[config.mk]
export PLATFORM = sky130hd
export DESIGN_NAME = bcd_adder
export DESIGN_NICKNAME = d
export VERILOG_FILES = /design/src/rtl/bcd_adder.sv
export SDC_FILE = /design/constraint.sdc
export NUM_CORES = 1
export LEC_CHECK = 0
export ABC_AREA = 1
export CORE_MARGIN = 1.5
export CORE_UTILIZATION = 49
export DETAILED_ROUTE_END_ITERATION = 8
export PLACE_DENSITY = 0.83
export SLEW_MARGIN = 30
export SYNTH_ARGS = -nofsm -noshare
export SYNTH_HDL_FRONTEND = slang
export SYNTH_SLANG_ARGS = --single-unit
[constraint.sdc]
create_clock -name clk -period 1.5 [get_ports clk]
set_clock_uncertainty 0.15 [all_clocks]
set_input_delay 0.225 -clock clk [delete_from_list [all_inputs] [get_ports clk]]
set_output_delay 0.225 -clock clk [all_outputs]
set_load 0.02 [all_outputs]
[src/rtl/bcd_adder.sv]
// Registered ripple-digit packed-BCD adder with a non-BCD operand flag.
// One bcd_digit instance per digit; the decimal carry ripples from digit 0 upward.

module bcd_digit (
    input  logic [3:0] a,
    input  logic [3:0] b,
    input  logic       cin,
    output logic [3:0] d,
    output logic       cout,
    output logic       bad
);
    logic [4:0] s;

    always_comb begin
        s    = {1'b0, a} + {1'b0, b} + {4'b0, cin};
        cout = (s >= 5'd10);
        // Adding 6 modulo 16 skips the six unused codes; invalid nibbles use the same rule.
        d    = cout ? (s[3:0] + 4'd6) : s[3:0];
        bad  = (a > 4'd9) || (b > 4'd9);
    end
endmodule

module bcd_adder #(
    parameter int NDIGITS = 2
) (
    input  logic                   clk,
    input  logic                   rst_n,
    input  logic                   in_valid,
    input  logic [4*NDIGITS-1:0]   A,
    input  logic [4*NDIGITS-1:0]   B,
    output logic [4*NDIGITS-1:0]   Out,
    output logic                   Carry,
    output logic                   out_valid,
    output logic                   err
);
    logic [NDIGITS-1:0][3:0] a_dig, b_dig, sum_dig;
    logic [NDIGITS:0]        c;
    logic [NDIGITS-1:0]      bad;

    assign a_dig = A;
    assign b_dig = B;
    assign c[0]  = 1'b0;

    for (genvar i = 0; i < NDIGITS; i++) begin : g_dig
        bcd_digit u_dig (
            .a    (a_dig[i]),
            .b    (b_dig[i]),
            .cin  (c[i]),
            .d    (sum_dig[i]),
            .cout (c[i+1]),
            .bad  (bad[i])
        );
    end

    always_ff @(posedge clk or negedge rst_n) begin
        if (!rst_n) begin
            Out       <= '0;
            Carry     <= 1'b0;
            out_valid <= 1'b0;
            err       <= 1'b0;
        end else begin
            out_valid <= in_valid;
            if (in_valid) begin
                Out   <= sum_dig;
                Carry <= c[NDIGITS];
                err   <= |bad;
            end
        end
    end
endmodule

==> summary.txt <==
Outcome
  • Failing checks: negative setup slack
  • Outcome: finished, violations left

Pwr
  • Power density over the cells: 1022 mW/mm2
  • Power after layout: 1.704 mW
  • Static power due to leakage: 0.8323 nW
  • Peak supply drop: 0.0006436 V

GRT
  • Largest net degree at the start of global routing: 13
  • Gr ovfl total: 0
  • Wire length of the first global-routing pass: 4367 um
  • Number of global-route vias before repair: 1056
  • Number of antenna violations at the first check in global routing: 0
  • Overall fraction of global-route tracks in use: 28.66%

Drt
  • Avg Vias per Cell: 6.223
  • Initial drt markers: 96
  • Average wire per cell in the routed design: 21.38 um
  • Initial DRT Pass Iterations: 5
  • Vias after detailed routing: 1313
  • Post-DRT Antenna Nets: 0
  • Drt drc: 0
  • Sum of routed wire length over all layers: 4511 um

Timing
  • Number of endpoints failing setup at the final stage: 8
  • Worst slew slack as a fraction of its limit: 64.03%
  • Share of the clock period used by the worst path after layout: 215.6%
  • Count of endpoints failing hold in the final timing report: 0
  • Highest Clock Rate: 309.2 MHz
  • Final period demand of the worst path: 3.234 ns
  • Final Slew Violations: 0
  • Final critical-path setup slack: -1.734 ns
  • Slew at the pin closest to its max-slew limit: 0.5378 ns
  • Setup repair after global routing missed its margin: yes
  • Setup TNS: -10.75 ns

Logic synthesis
  • Syn_area_per_cell: 7.651 um2
  • Yosys warning total: 0
  • Cell type with the highest aggregate area in the netlist: sky130_fd_sc_hd__dfrtp_1
  • Multiplexer share of the synthesized area: 0%
  • Area share of fa/ha/maj cells after synthesis: 18.50%
  • Fraction of synthesized cell area taken by the top area cell type: 29.49%
  • Ranking of synthesized cells by instance count: sky130_fd_sc_hd__nand2_1 (38), sky130_fd_sc_hd__nand3_1 (15), sky130_fd_sc_hd__inv_1 (12), sky130_fd_sc_hd__dfrtp_1 (11), sky130_fd_sc_hd__ha_1 (9)
  • Synth async-reset ratio: 100.0%
  • Xor/xnor cell area share of the yosys netlist: 0%
  • Fraction of the mapped netlist area in simple logic gates: 37.00%
  • Netlist Area Pre-Place: 933.4 um2
  • Post-synthesis instance total: 122
  • Leading register cell type out of synthesis: sky130_fd_sc_hd__dfrtp_1
  • Post-synthesis sequential area ratio: 29.49%
  • Main combinational cell family by area after synthesis: simple AND/OR/NAND/NOR gates
  • Count of different cell masters after synthesis: 22
  • Synthesized netlist net count: 153
  • Number of synthesized flops with an enable pin: 0
  • Biggest area contributors in the synthesized netlist: sky130_fd_sc_hd__dfrtp_1 (29%), sky130_fd_sc_hd__nand2_1 (15%), sky130_fd_sc_hd__ha_1 (12%), sky130_fd_sc_hd__nand3_1 (8.0%), sky130_fd_sc_hd__fa_1 (6.4%)
  • Compound-Gate Fraction of Synth Area: 7.909%
  • Number of storage elements in the synthesis netlist: 11
  • Count leader, synth: sky130_fd_sc_hd__nand2_1

Cells and area
  • Fraction of layout cells with a size suffix above 1: 39.25%
  • Antenna diode count: 0
  • Synth-to-layout area growth: 78.69%
  • Summed area of non-filler cells in the final layout: 0.001668 mm2
  • Final layout net count: 218
  • Fillcell total: 51
  • Non-filler instance count after layout: 211

Floorplan
  • Core Rows: 15
  • Core footprint: 0.001764 mm2
  • Number of top-level pins: 30
  • Effective utilization at floorplan: 52.91%
  • Vertical extent of the die: 46.65 um
  • Area enclosed by the die boundary: 0.002176 mm2
  • Horiz. Die Dim: 46.65 um

Setup path
  • Path type of the worst setup path: primary input to register
  • Data arrival time of the critical path: 3.26 ns
  • Biggest fanout along the worst timing path: 4
  • Cell-by-cell trace of the critical path: dlygate4sd2_1 > ha_4 > buf_4 > a21oi_1 > nand3_2 > nand3_4 > nand2_4 > fa_2 > inv_2 > fa_2 > nor2_2 > nand3_2 > nand2_4 > nand3_4 > nand2_2 > nand2_1 > nand3_1 > nand2_1
  • Kind of capture point of the worst setup path: register
  • Standard cell with the maximum stage delay on the critical path: sky130_fd_sc_hd__fa_2
  • Worst path bufs/invs: 3
  • Largest stage delay, worst path: 0.50 ns
  • CP delay by family, top: adder cells
  • Startpoint of the most critical register-to-register path: Out[5]$_DFFE_PN0P_
  • Startpoint of the most critical setup path: A[2]
  • CP startpoint kind: primary input
  • Critical path required time: 1.53 ns

Clock network
  • Cell chosen for the clock root: sky130_fd_sc_hd__clkbuf_4
  • Clock Path Buffers: 2
  • Clock transition at the registers of the reported paths: 0.08 ns
  • CTS tree: done
  • # H-tree levels: 1
  • Total clock sinks: 11
  • Number of buffers added by the clock tree synthesis step: 3
  • Clock latency reported for the late side of the worst-skew pair: 0.29 ns

Hold path
  • Min-Delay Path Class: primary input to asynchronous set/reset pin

Run
  • Max cap viols: 0

Placement
  • Cell total after placement: 187
  • Global placer's final weighted congestion: 0.8671
  • Port Buffer Count: 29
  • Setup slack after placement: -2.194 ns
  • Post-place instance area: 0.001388 mm2
  • Final HPWL from detailed placement: 2022 um
[through the flow]
stage | hold slack, ns | utilization (%)
floorplan | -0.2206 | -
global placement | 0.3123 | 78.65
detailed placement | 0.3130 | 78.65
CTS | 0.1346 | 83.05
global route | 0.1492 | 94.54
finish | 0.1312 | 94.54
[placed cells by master, fill, tap and decap left out, drive strengths merged]
cell            n
clkdlybuf4s50  12
nand2          41
inv            13
or2             2
ha              9
a21oi           4
buf            35
nand3          20
fa              3
nand4           1
clkinv          1
dlygate4sd2    13
dfrtp          11
clkbuf          4
o21ai           8
and2            2
clkdlybuf4s15   1
nor2            5
a31oi           1
[power breakdown]
group / internal [mW] / leakage (nW) / switching (mW)
combinational: 0.519 / 0.687 / 0.571
sequential: 0.359 / 0.131 / 0.0378
clock: 0.104 / 0.0150 / 0.115
[worst reg2reg max path, delay by kind of cell, from the launching register on]
family,cells,cell delay (ns)
AND/OR/NAND/NOR,2,0.20
flip-flops,1,0.41
[cell type report]
| class | count | area [um2] | area share, % |
|---|---|---|---|
| well taps | 25 | 31.28 | 1.875 |
| flip-flops and latches | 11 | 275.3 | 16.50 |
| inverters | 14 | 55.05 | 3.301 |
| multi-input cells | 96 | 719.4 | 43.14 |
| repair buffers | 61 | 560.5 | 33.61 |
| clock buffers | 4 | 26.28 | 1.575 |
[metal layers]
metal / routed length, um / global-route usage [%] / vias to the layer above
li1: - / - / 530
met1: 1509 / 34.13 / 603
met2: 2177 / 46.94 / 131
met3: 425 / 4.706 / 49
met4: 399 / 18.89 / 0
met5: 0 / 0 / -
[state kept, by name, summed over array words and instances, names as in the netlist]
register and flops:
Carry 1, out_valid 1, Out 8, err 1
[kinds of logic (layout without fill, tap and decap cells)]
family / count (synthesis) / after routing
buffers and inverters: 15 / 79
adder cells (fa/ha/maj): 12 / 12
AO/OA/AOI/OAI: 13 / 13
AND/OR/NAND/NOR: 71 / 71
flip-flops: 11 / 11
[worst paths after layout]
path / end / slack, ns / cells after the start
worst max-delay path: Out[5]$_DFFE_PN0P_ / -1.73 / 18
worst min-delay path: Out[7]$_DFFE_PN0P_ / 0.13 / 1
worst max register to register: Out[5]$_DFFE_PN0P_ / 0.62 / 2
worst min register to register: Out[3]$_DFFE_PN0P_ / 0.34 / 2
max in group asynchronous: err$_DFFE_PN0P_ / 0.70 / 1
min in group clk: Out[0]$_DFFE_PN0P_ / 0.19 / 4
[timing repair]
item / CTS / global route
setup endpoints to repair: 19 / 8
hold buffers: 0 / 0
resized for setup: 36 / 21
gates cloned: 0 / 0
buffers inserted: 6 / 17
pin swaps: 21 / 20
(Power assumes the default switching activity.)
